===== config.mk =====
export PLATFORM = sky130hd
export DESIGN_NAME = mem_port_arbiter
export DESIGN_NICKNAME = d
export VERILOG_FILES = /design/src/rtl/mem_port_arbiter.sv
export SDC_FILE = /design/constraint.sdc
export NUM_CORES = 1
export LEC_CHECK = 0
export CORE_AREA = 2 2 181 183
export DETAILED_ROUTE_END_ITERATION = 10
export DIE_AREA = 0 0 183 185
export GPL_TIMING_DRIVEN = 0
export HOLD_SLACK_MARGIN = 0.02
export PLACE_DENSITY_LB_ADDON = 0.12
export SYNTH_ARGS = -nofsm -noshare
export SYNTH_HDL_FRONTEND = slang
export SYNTH_SLANG_ARGS = --single-unit

===== constraint.sdc =====
create_clock -name clk -period 4 [get_ports clk]
set_input_delay 0.8 -clock clk [delete_from_list [all_inputs] [get_ports clk]]
set_output_delay 0.8 -clock clk [all_outputs]
set_load 0.005 [all_outputs]

===== src/rtl/mem_port_arbiter.sv =====
// Round-robin arbiter merging NUM_CH client command/write/read streams onto one memory port.
// A FIFO of {channel, length} tags routes read bursts back to their requesters in issue order.
`timescale 1ns/1ps

module mem_port_arbiter #(
  parameter int NUM_CH    = 4,
  parameter int ADDR_W    = 28,
  parameter int DATA_W    = 32,
  parameter int LEN_W     = 8,
  parameter int TAG_DEPTH = 8
) (
  input  logic                     clk,
  input  logic                     reset_n,
  input  logic [NUM_CH-1:0]        ch_cmd_valid,
  output logic [NUM_CH-1:0]        ch_cmd_ready,
  input  logic [NUM_CH-1:0]        ch_cmd_write,
  input  logic [NUM_CH*ADDR_W-1:0] ch_cmd_addr,
  input  logic [NUM_CH*LEN_W-1:0]  ch_cmd_len,
  input  logic [NUM_CH*DATA_W-1:0] ch_wdata,
  input  logic [NUM_CH-1:0]        ch_wvalid,
  output logic [NUM_CH-1:0]        ch_wready,
  output logic [DATA_W-1:0]        ch_rdata,
  output logic [NUM_CH-1:0]        ch_rvalid,
  input  logic [NUM_CH-1:0]        ch_rready,
  output logic                     mem_cmd_valid,
  input  logic                     mem_cmd_ready,
  output logic                     mem_cmd_write,
  output logic [ADDR_W-1:0]        mem_cmd_addr,
  output logic [LEN_W-1:0]         mem_cmd_len,
  output logic [DATA_W-1:0]        mem_wdata,
  output logic                     mem_wvalid,
  input  logic                     mem_wready,
  input  logic [DATA_W-1:0]        mem_rdata,
  input  logic                     mem_rvalid,
  output logic                     mem_rready,
  output logic                     err
);

  localparam int CH_W  = (NUM_CH > 1) ? $clog2(NUM_CH) : 1;
  localparam int TAG_W = (TAG_DEPTH > 1) ? $clog2(TAG_DEPTH) : 1;
  localparam int CNT_W = TAG_W + 1;
  localparam logic [CH_W-1:0]   LAST_RST = CH_W'(NUM_CH - 1);
  localparam logic [CNT_W-1:0]  FULL_CNT = CNT_W'(TAG_DEPTH);
  localparam logic [NUM_CH-1:0] ONE_CH   = NUM_CH'(1);

  typedef enum logic [1:0] {
    S_IDLE  = 2'd0,
    S_ISSUE = 2'd1,
    S_WDATA = 2'd2
  } state_t;

  state_t            state_q, state_d;
  logic [CH_W-1:0]   gnt_q, gnt_d;
  logic [CH_W-1:0]   last_q, last_d;
  logic              wr_q, wr_d;
  logic [ADDR_W-1:0] addr_q, addr_d;
  logic [LEN_W-1:0]  len_q, len_d;
  logic [LEN_W:0]    wcnt_q, wcnt_d;

  logic [CH_W-1:0]   tag_ch_q  [TAG_DEPTH];
  logic [CH_W-1:0]   tag_ch_d  [TAG_DEPTH];
  logic [LEN_W-1:0]  tag_len_q [TAG_DEPTH];
  logic [LEN_W-1:0]  tag_len_d [TAG_DEPTH];
  logic [TAG_W-1:0]  wptr_q, wptr_d, rptr_q, rptr_d;
  logic [CNT_W-1:0]  cnt_q, cnt_d;
  logic [LEN_W:0]    rcnt_q, rcnt_d;
  logic              err_q, err_d;

  logic              pick_found_s;
  logic [CH_W-1:0]   pick_s;
  logic              full_s, empty_s;
  logic              cmd_valid_s, cmd_fire_s, push_s;
  logic              wfire_s, rfire_s, pop_s, wdata_act_s;
  logic [CH_W-1:0]   head_ch_s;
  logic [LEN_W-1:0]  head_len_s;

  assign full_s      = (cnt_q == FULL_CNT);
  assign empty_s     = (cnt_q == '0);
  // Fullness uses the registered count, so a pop in the same cycle does not unblock a read.
  assign cmd_valid_s = (state_q == S_ISSUE) && (wr_q || !full_s);
  assign cmd_fire_s  = cmd_valid_s && mem_cmd_ready;
  assign push_s      = cmd_fire_s && !wr_q;
  assign wdata_act_s = (state_q == S_WDATA);
  assign wfire_s     = wdata_act_s && ch_wvalid[gnt_q] && mem_wready;
  assign head_ch_s   = tag_ch_q[rptr_q];
  assign head_len_s  = tag_len_q[rptr_q];
  assign rfire_s     = !empty_s && mem_rvalid && ch_rready[head_ch_s];
  assign pop_s       = rfire_s && (rcnt_q == {1'b0, head_len_s});

  // Round-robin pick: scan from lowest to highest priority so the last hit wins.
  always_comb begin
    pick_found_s = 1'b0;
    pick_s       = '0;
    for (int i = NUM_CH; i >= 1; i--) begin
      logic [CH_W-1:0] idx;
      idx          = CH_W'((int'(last_q) + i) % NUM_CH);
      pick_s       = ch_cmd_valid[idx] ? idx : pick_s;
      pick_found_s = pick_found_s | ch_cmd_valid[idx];
    end
  end

  // Command FSM next state and latched command fields.
  always_comb begin
    state_d = state_q;
    gnt_d   = gnt_q;
    last_d  = last_q;
    wr_d    = wr_q;
    addr_d  = addr_q;
    len_d   = len_q;
    wcnt_d  = wcnt_q;
    case (state_q)
      S_IDLE: begin
        if (pick_found_s) begin
          state_d = S_ISSUE;
          gnt_d   = pick_s;
          last_d  = pick_s;
          wr_d    = ch_cmd_write[pick_s];
          addr_d  = ch_cmd_addr[pick_s*ADDR_W +: ADDR_W];
          len_d   = ch_cmd_len[pick_s*LEN_W +: LEN_W];
        end else begin
          state_d = S_IDLE;
        end
      end
      S_ISSUE: begin
        if (cmd_fire_s) begin
          state_d = wr_q ? S_WDATA : S_IDLE;
          wcnt_d  = '0;
        end else begin
          state_d = S_ISSUE;
        end
      end
      S_WDATA: begin
        if (wfire_s && (wcnt_q == {1'b0, len_q})) begin
          state_d = S_IDLE;
          wcnt_d  = '0;
        end else if (wfire_s) begin
          wcnt_d  = wcnt_q + {{LEN_W{1'b0}}, 1'b1};
        end else begin
          wcnt_d  = wcnt_q;
        end
      end
      default: begin
        state_d = S_IDLE;
      end
    endcase
  end

  // Tag FIFO and read-return beat counter; push and pop may coincide.
  always_comb begin
    tag_ch_d  = tag_ch_q;
    tag_len_d = tag_len_q;
    wptr_d    = wptr_q;
    rptr_d    = rptr_q;
    cnt_d     = cnt_q;
    if (push_s) begin
      tag_ch_d[wptr_q]  = gnt_q;
      tag_len_d[wptr_q] = len_q;
      wptr_d            = wptr_q + {{(TAG_W-1){1'b0}}, 1'b1};
    end else begin
      wptr_d            = wptr_q;
    end
    if (pop_s) begin
      rptr_d = rptr_q + {{(TAG_W-1){1'b0}}, 1'b1};
      rcnt_d = '0;
    end else if (rfire_s) begin
      rcnt_d = rcnt_q + {{LEN_W{1'b0}}, 1'b1};
    end else begin
      rcnt_d = rcnt_q;
    end
    case ({push_s, pop_s})
      2'b10:   cnt_d = cnt_q + {{TAG_W{1'b0}}, 1'b1};
      2'b01:   cnt_d = cnt_q - {{TAG_W{1'b0}}, 1'b1};
      default: cnt_d = cnt_q;
    endcase
    err_d = err_q | (empty_s & mem_rvalid);
  end

  // State registers.
  always_ff @(posedge clk or negedge reset_n) begin
    if (!reset_n) begin
      state_q   <= S_IDLE;
      gnt_q     <= '0;
      last_q    <= LAST_RST;
      wr_q      <= 1'b0;
      addr_q    <= '0;
      len_q     <= '0;
      wcnt_q    <= '0;
      tag_ch_q  <= '{default: '0};
      tag_len_q <= '{default: '0};
      wptr_q    <= '0;
      rptr_q    <= '0;
      cnt_q     <= '0;
      rcnt_q    <= '0;
      err_q     <= 1'b0;
    end else begin
      state_q   <= state_d;
      gnt_q     <= gnt_d;
      last_q    <= last_d;
      wr_q      <= wr_d;
      addr_q    <= addr_d;
      len_q     <= len_d;
      wcnt_q    <= wcnt_d;
      tag_ch_q  <= tag_ch_d;
      tag_len_q <= tag_len_d;
      wptr_q    <= wptr_d;
      rptr_q    <= rptr_d;
      cnt_q     <= cnt_d;
      rcnt_q    <= rcnt_d;
      err_q     <= err_d;
    end
  end

  assign mem_cmd_valid = cmd_valid_s;
  assign mem_cmd_write = wr_q;
  assign mem_cmd_addr  = addr_q;
  assign mem_cmd_len   = len_q;
  assign ch_cmd_ready  = cmd_fire_s ? (ONE_CH << gnt_q) : '0;

  assign mem_wdata     = wdata_act_s ? ch_wdata[gnt_q*DATA_W +: DATA_W] : '0;
  assign mem_wvalid    = wdata_act_s && ch_wvalid[gnt_q];
  assign ch_wready     = (wdata_act_s && mem_wready) ? (ONE_CH << gnt_q) : '0;

  // Read return is combinational; gated by reset_n so every output is low while reset is held.
  assign mem_rready    = reset_n && (empty_s || ch_rready[head_ch_s]);
  assign ch_rvalid     = (reset_n && !empty_s && mem_rvalid) ? (ONE_CH << head_ch_s) : '0;
  assign ch_rdata      = (reset_n && !empty_s) ? mem_rdata : '0;
  assign err           = err_q;

endmodule


==> results of run 1 <==
==> layout make-up <==
type	count	area [sq um]
inverter	12	45.0
fill	3107	16900
antenna	4	10.0
timing repair buffer	442	4450
clock inverter	15	190
multi-input combinational	744	5320
tap	408	510
clock buffer	17	425
buffer	77	349
sequential	152	3810
==> power by group through the flow <==
stage               Clock (mW)  Sequential (mW)  Combinational, mW
CTS                       1.74             2.59               4.54
finish                    1.71             2.59               4.50
global placement             0             2.59               4.47
global route              1.82             2.68               4.95
floorplan                    0             2.52               2.60
detailed placement           0             2.61               4.51
==> what timing repair did <==
action	in CTS	in global routing
endpoints found under the setup margin	21	5
buffers inserted	0	0
hold buffers	0	0
resized for setup	6	9
==> metal layers <==
layer | GRT usage, % | vias up | share of wire, %
li1 | - | 4364 | -
met1 | 25.9 | 4417 | 40
met2 | 40.6 | 369 | 49
met3 | 8.73 | 48 | 9.2
met4 | 6.34 | 6 | 1.9
met5 | 0 | - | 0.10
==> kinds of logic (layout without fill, tap and decap cells) <==
group	count (synthesis)	count (layout)	synth area share, %
xor+xnor	25	25	2.31
fa+ha+maj	8	8	1.13
simple gates	428	428	20.7
mux	158	158	23.9
compound gates	125	125	7.86
other cells	0	4	0
flops	152	152	40.1
buf+inv	90	563	3.95
==> registers in the layout (all words and copies together) (netlist names) <==
name,cells
rcnt_q,9
cnt_q,4
err,1
state_q,2
wcnt_q,9
gnt_q,2
mem_cmd_len,8
mem_cmd_write,1
mem_cmd_addr,28
rptr_q,3
last_q,2
wptr_q,3
tag_ch_q,16
tag_len_q,64
==> path summary, 6_finish.rpt <==
path	startpoint	to	slack, ns	cells past startpoint
worst min register to register	err	err	0.46	1
min in group clk	err	err	0.46	1
worst max-delay path	rptr_q[0]	mem_rready	0.13	6
max in group asynchronous	reset_n	rcnt_q[8]	2.87	2
worst min-delay path	reset_n	rcnt_q[0]	0.26	1
worst max register to register	rptr_q[2]	cnt_q[3]	0.35	16
==> cells in the final DEF (no fill, tap or decap), types with 6 or more instances in the layout <==
cell type and n:
mux2i_1 22, a21o_1 10, ha_1 7, mux2_2 89, clkbuf_16 17, inv_1 12, a22oi_1 6, dfrtp_1 150
nand2_1 129, nor3_1 7, nand3_1 47, buf_2 11, inv_6 6, nor2b_1 41, mux4_2 46, nor2_1 137
buf_1 8, o21ai_0 81, clkdlybuf4s50_1 440, clkbuf_1 49, nand2b_1 6, a21oi_1 6, xnor2_1 8, and3_1 34
xor2_1 17
==> critical path: cells and delay by family (launching register included) <==
family | cells | cell delay [ns]
multiplexers | 3 | 1.37
buffers and inverters | 2 | 0.70
flip-flops | 1 | 0.37
AO/OA/AOI/OAI | 1 | 0.19
==> synthesized netlist by cell type (all sizes together), types with 6 or more instances <==
cell    instances
o21ai          84
buf            26
mux2i          22
nor2          140
nor3            8
xor2           17
xnor2           8
mux2           90
mux4           46
inv            12
dfrtp         150
nand2b          6
nand3          48
a21oi           6
nand2         129
a21o           10
nor2b          42
ha              7
and3           34
a22oi           6
clkbuf         52
==> metrics by stage <==
stage	utilization, %	setup slack (ns)	cells	setup TNS [ns]
after floorplan	-	0.795	986	0
after detailed placement	45.1	0.165	1836	0
after global routing	47.1	0.00544	1871	0
after CTS	47.1	0.00506	1868	0
after global placement	45.0	-4.96	1835	-877.15
final	47.1	0.134	1871	0
==> results.yml, run 1 <==
run_status:
  status: "complete, no violations"
critical_path:
  critPathKind: "reg2out"
  crit_top_cell: "mux4_2"
  crit_chain: "buf_6, mux4_2, mux2_2, mux4_2, o21a_1, clkdlybuf4s50_1"
  crit_fanout: 19
  cp_slowest_cell: "mux4_2"
  critPathLaunchType: "flip-flop"
  crit_path_end_kind: "output port"
  cp_data_required_time_ns: 3.20
  critPathMaxStageDelay_ns: 0.55
  cp_data_arrival_time_ns: 3.07
logic_synthesis:
  netlist_area_sq_mm: 0.00949
  syn_inst: 986
  synth_top_area_cell: "dfrtp_1"
  synthArstFlopShare_pct: 100
  yosys_warnings: 0
  syn_nets: 1319
  synth.ff_latch_count: 152
  synth_edf_count: 0
  synth_cell_types: 51
  synth.avg_cell_area_sq_um: 9.63
  synth_ff_type: "dfrtp_1"
  synthTopCellsByArea: "dfrtp_1, mux4_2, mux2_2, nor2_1, nand2_1"
  synth_top_area_share_pct: 39.5
  yosysSeqAreaShare_pct: 40.1
clock_tree:
  clkTransAtPathRegs_ns: 0.07
  cts_tree: "built"
  cts_buffer_depth: 2
  clock_latency_ns: 0.44
  h-tree-depth: 4
  cts_root_buf: "clkbuf_16"
  clkSinkCount: 152
  numCtsBuffers: 17
floorplanning:
  rows: 66
  core_sq_mm: 0.0320
  ios: 442
  initial_utilization_pct: 29.6
  dieHeight_um: 185
  fp.dieW_um: 183
  die_area_sq_mm: 0.0339
pwr:
  power_mw: 8.80
  p_int_mw: 5.44
  powerDensity_mw_per_mm2: 583
  p_switching_mw: 3.36
  ir_drop_v: 0.000357
  swShare_pct: 38.2
  power_leakage_nw: 6.22
  p_clk_share_pct: 19.5
  p_seq_share_pct: 29.4
  pwr-share-comb_pct: 51.1
timing:
  hold_viol: 0
  final.setup_skew_ns: 0.0123
  setup_viol: 0
  clock.fmax_mhz: 259
  hold_ws_ns: 0.256
  slew_violations: 0
  min_period_over_period_pct: 96.6
  worst_pin_slew_ns: 1.26
  slew_headroom_pct: 15.2
  rsz0062_at_grt: "no"
  fin_crit_ns: 3.87
route:
  drt-total-wl_mm: 38.6
  ant_nets: 0
  post_drt_via_cell_ratio: 4.92
  drc_errors: 0
  num_vias: 9204
  dr.first_iter.drc_count: 408
  wl_per_cell_um: 20.6
  dr.pass1.iters: 5
grt:
  overflow: 0
  grt_pass1_vias: 9771
  antenna_found_initial: 7
  grt_first_pass_wirelength_mm: 57.9
  track_usage_pct: 23.0
  grt_start_max_net_pins: 118
cells_and_area:
  drive_gt1_share_pct: 13.7
  syn2layout_area_growth_pct: 59.1
  final_area_sq_mm: 0.0151
  final_nets: 1779
place:
  port_buffers: 441
  placed_area_sq_mm: 0.0145
  hpwl_mm: 30.9
  gp_congestion: 0.912
min_path:
  hp-class: "in2async"
flow_run:
  drv_cap: 0
Note: power is estimated with default switching activity, not from simulation.
==> run 2, diff against run 1 <==
--- a/config.mk
+++ b/config.mk
@@ -11,6 +11,7 @@
 export GPL_TIMING_DRIVEN = 0
 export HOLD_SLACK_MARGIN = 0.02
 export PLACE_DENSITY_LB_ADDON = 0.12
+export REMOVE_ABC_BUFFERS = 1
 export SYNTH_ARGS = -nofsm -noshare
 export SYNTH_HDL_FRONTEND = slang
 export SYNTH_SLANG_ARGS = --single-unit
==> constraint.sdc (replaced) <==
create_clock -name clk -period 3.4 [get_ports clk]
set_input_delay 0.68 -clock clk [delete_from_list [all_inputs] [get_ports clk]]
set_output_delay 0.68 -clock clk [all_outputs]
set_load 0.005 [all_outputs]
==> results.yml, run 2 (same netlist as run 1, synthesis figures left out) <==
timing:
  worst_slack_ns: 0.119
  fin_crit_ns: 3.28
  worst_pin_slew_ns: 1.08
  tns_ns: 0
  min_period_over_period_pct: 96.5
  setup_viol: 0
  final.setup_skew_ns: 0.00903
  hold_viol: 0
  rsz0062_at_grt: "yes"
  slew_violations: 0
  clock.fmax_mhz: 305
  slew_headroom_pct: 27.8
cells_and_area:
  drive_gt1_share_pct: 16.7
  syn2layout_area_growth_pct: 61.4
  top_register: "tag_len_q"
  fin_cells: 1829
  nFillCells: 2950
  final_cell_mix: "clkdlybuf4s50_1, dfrtp_1, nor2_1"
  largest_reg_flops: 64
  final_nets: 1739
  final_common_cell: "clkdlybuf4s50_1"
  final_area_sq_mm: 0.0153
  utilization_pct: 47.8
place:
  placed_cells: 1779
  placed_area_sq_mm: 0.0144
  port_buffers: 441
  place_ws_ns: -1.14
  hpwl_mm: 24.8
  gp_congestion: 0.899
grt:
  grt_first_pass_wirelength_mm: 49.9
  grt_start_max_net_pins: 107
  grt_pass1_vias: 8597
  antenna_found_initial: 4
  track_usage_pct: 19.1
  overflow: 0
critical_path:
  crit_path_end_kind: "output port"
  r2r_start: "rptr_q[0]"
  crit_chain: "buf_12, mux2_2, mux4_2, buf_4, nand3_1, nor2_1, clkdlybuf4s50_1"
  crit_start: "rptr_q[0]"
  cp_data_required_time_ns: 2.72
  cp_slowest_cell: "dfrtp_4"
  critPathLaunchType: "flip-flop"
  crit_fanout: 6
  cp_data_arrival_time_ns: 2.60
  critPathKind: "reg2out"
  critPathMaxStageDelay_ns: 0.53
route:
  post_drt_via_cell_ratio: 4.79
  drc_errors: 0
  num_vias: 8757
  wl_per_cell_um: 17.6
  dr.pass1.iters: 4
  dr.first_iter.drc_count: 384
  ant_nets: 0
  drt-total-wl_mm: 32.2
floorplanning:
  initial_utilization_pct: 29.6
  dieHeight_um: 185
  die_area_sq_mm: 0.0339
  core_sq_mm: 0.0320
  fp.dieW_um: 183
  rows: 66
  ios: 442
clock_tree:
  clkSinkCount: 152
  cts_root_buf: "clkbuf_16"
  cts_tree: "built"
  h-tree-depth: 4
  hold_buffers: 0
  numCtsBuffers: 17
  cts_buffer_depth: 2
  clock_latency_ns: 0.42
  clkTransAtPathRegs_ns: 0.06
min_path:
  hp-class: "in2async"
flow_run:
  drv_cap: 0
pwr:
  powerDensity_mw_per_mm2: 668
  ir_drop_v: 0.000352
  power_leakage_nw: 6.35
run_status:
  status: "complete, no violations"
run 2: area by class of cell:
cell class,count,area [sq um],share of cell area [%]
sequential,152,3820,24.9
clock buffer,26,509,3.32
tap,408,510,3.33
timing repair buffer,479,4860,31.7
antenna,2,5.00,0.0327
inverter,12,45.0,0.294
multi-input combinational,744,5440,35.5
clock inverter,6,135,0.882
run 2: final timing paths:
check | slack (ns) | end | cells past startpoint
hold / removal | 0.21 | rcnt_q[5] | 1
setup reg to reg | 0.12 | cnt_q[3] | 15
setup / recovery | 0.12 | ch_rvalid[2] | 7
hold reg to reg | 0.47 | err | 1
min in group clk | 0.47 | err | 1
max in group asynchronous | 2.24 | gnt_q[0] | 2
run 2: what timing repair did:
action,in CTS,in global routing
pin swaps,2,2
resized for setup,19,8
cloned,0,0
setup buffers,9,7
setup endpoints to repair,65,7
run 2: metrics by stage:
stage	hold slack, ns	power, mW
after detailed placement	0.468	8.20
after global placement	0.439	8.11
after global routing	0.251	11.0
after CTS	0.220	10.3
after floorplan	0.384	6.00
final	0.213	10.2
run 2: per-layer routing:
layer / vias to the layer above / global-route usage (%) / share of wire (%)
met5: - / 0 / 0.071
met1: 4140 / 23.8 / 43
li1: 4279 / - / -
met3: 35 / 6.19 / 7.5
met2: 299 / 31.7 / 47
met4: 4 / 5.44 / 1.9
run 2: worst max-delay path: cells and delay by family (launching register included):
kind	cells	cell delay [ns]
mux	2	0.75
flops	1	0.53
buf+inv	3	0.76
simple gates	2	0.16
run 2: report_power, final:
group          internal [mW]  switching, mW  leakage (nW)  total (mW)
Combinational           2.75           2.11          4.12        4.86
Sequential              2.59          0.726          1.92        3.31
Clock                   1.33          0.729         0.307        2.06
Total                   6.67           3.56          6.35        10.2
==> run 3, diff against run 2 <==
--- a/config.mk
+++ b/config.mk
@@ -12,6 +12,7 @@
 export HOLD_SLACK_MARGIN = 0.02
 export PLACE_DENSITY_LB_ADDON = 0.12
 export REMOVE_ABC_BUFFERS = 1
+export SLEW_MARGIN = 25
 export SYNTH_ARGS = -nofsm -noshare
 export SYNTH_HDL_FRONTEND = slang
 export SYNTH_SLANG_ARGS = --single-unit
==> results.yml, run 3 (same netlist as run 1, synthesis figures left out) <==
clock_tree:
  h-tree-depth: 4
  cts_root_buf: "clkbuf_16"
  numCtsBuffers: 17
  cts_tree: "built"
  clkSinkCount: 152
  clock_latency_ns: 0.42
  cts_buffer_depth: 2
  clkTransAtPathRegs_ns: 0.06
grt:
  track_usage_pct: 19.2
  grtUsageMet2_pct: 32.0
  grt_most_used_layer: "met2"
  grt_pass1_vias: 8711
  antenna_found_initial: 3
  grt_start_max_net_pins: 105
  grt_util_met1_pct: 23.6
  overflow: 0
  grt_use_met3_pct: 6.49
  grt_first_pass_wirelength_mm: 50.1
cells_and_area:
  final_cell_mix: "clkdlybuf4s50_1, dfrtp_1, nor2_1"
  final_common_cell: "clkdlybuf4s50_1"
  drive_gt1_share_pct: 17.3
  largest_reg_flops: 64
  fin_cells: 1835
  final_nets: 1746
  utilization_pct: 47.8
  final_area_sq_mm: 0.0153
  top_register: "tag_len_q"
  syn2layout_area_growth_pct: 61.4
place:
  gp_congestion: 0.899
  place_ws_ns: -1.16
  placed_area_sq_mm: 0.0145
  placed_cells: 1786
  port_buffers: 441
  hpwl_mm: 25.1
critical_path:
  crit_path_end_kind: "flip-flop"
  cp_data_arrival_time_ns: 3.63
  r2r_start: "rptr_q[0]"
  cp_slowest_cell: "mux4_2"
  critPathKind: "reg2reg"
  crit_buf_inv: 0
  timing.rr.end: "cnt_q[3]"
  crit_start: "rptr_q[0]"
  crit_fanout: 14
  cp_num_cells: 12
  cp_top_family: "multiplexers"
  critPathLaunchType: "flip-flop"
  cp_data_required_time_ns: 3.70
  crit_chain: "mux4_2, mux2_4, mux4_2, nand3_4, nor2_4, ha_4, ha_1, a21o_1, a21oi_2, xnor2_1, nor2_1, xnor2_1"
  critPathMaxStageDelay_ns: 0.54
  regToRegSetupSlack_ns: 0.07
  worstSetupEndpoint: "cnt_q[3]"
  r2r_cells: 12
timing:
  min_period_over_period_pct: 97.9
  final.setup_skew_ns: 0.0149
  hold_viol: 0
  clock.fmax_mhz: 300
  worst_slack_ns: 0.0706
  hold_ws_ns: 0.278
  tns_ns: 0
  slew_headroom_pct: 48.8
  rsz0062_at_grt: "yes"
  setup_viol: 0
  slew_violations: 0
  fin_crit_ns: 3.33
  worst_pin_slew_ns: 0.767
route:
  ant_nets: 0
  dr.first_iter.drc_count: 523
  dr.pass1.iters: 4
  drc_errors: 0
  wl_per_cell_um: 17.8
  post_drt_via_cell_ratio: 4.79
  drt-total-wl_mm: 32.7
  num_vias: 8797
pwr:
  power_leakage_nw: 6.35
  ir_drop_v: 0.000356
  powerDensity_mw_per_mm2: 659
  power_mw: 10.1
floorplanning:
  rows: 66
  ios: 442
  fp.dieW_um: 183
  die_area_sq_mm: 0.0339
  core_sq_mm: 0.0320
  dieHeight_um: 185
  initial_utilization_pct: 29.6
flow_run:
  drv_cap: 0
min_path:
  hp-class: "in2async"
run_status:
  status: "complete, no violations"
## run 3: cell count changes in the layout (fill, tap and decap cells not counted), sizes merged
cell          before  now
diode              2    1
buf               39   46
clkinvlp           2    3
dlymetal6s2s       1    0
clkinv             0    6
bufinv             4    1
dlygate4sd2        1    2
clkbuf            27   23
## run 3: repair_timing
action,in CTS,in global routing
pin swaps,2,3
endpoints found under the setup margin,50,7
resized for setup,17,9
cloned,0,0
setup buffers,11,5
hold buffers,0,0
## run 3: how the worst min path moves through the flow
stage | endpoint | slack, ns
global route | err | 0.34
floorplan | cnt_q[0] | 0.38
finish | err | 0.28
detailed placement | err | 0.46
CTS | rcnt_q[5] | 0.30
global placement | err | 0.44
## run 3: layout make-up
| class | count | area [sq um] |
|---|---|---|
| diodes | 1 | 2.50 |
| clock buffers | 22 | 494 |
| clock inverters | 10 | 93.8 |
| fillers | 3042 | 16700 |
| inverters | 12 | 45.0 |
| multi-input cells | 744 | 5450 |
| flip-flops and latches | 152 | 3820 |
| well taps | 408 | 510 |
| repair buffers | 486 | 4900 |
## run 3: worst register-to-register path: cells and delay by family (launching register included)
family	cells	cell delay (ns)
compound gates	2	0.33
fa+ha+maj	2	0.44
xor+xnor	2	0.23
mux	3	1.34
flops	1	0.47
simple gates	3	0.38
## run 3: layer usage
metal	share of wire (%)	vias to the layer above
li1	-	4296
met1	43	4170
met2	47	288
met3	7.9	39
met4	2.3	4
met5	0.10	-
## run 3: report_power, final
group,internal [mW],switching [mW],leakage [nW],total [mW]
clock,1.10,0.757,0.284,1.86
combinational,2.79,2.13,4.15,4.92
sequential,2.59,0.731,1.92,3.32
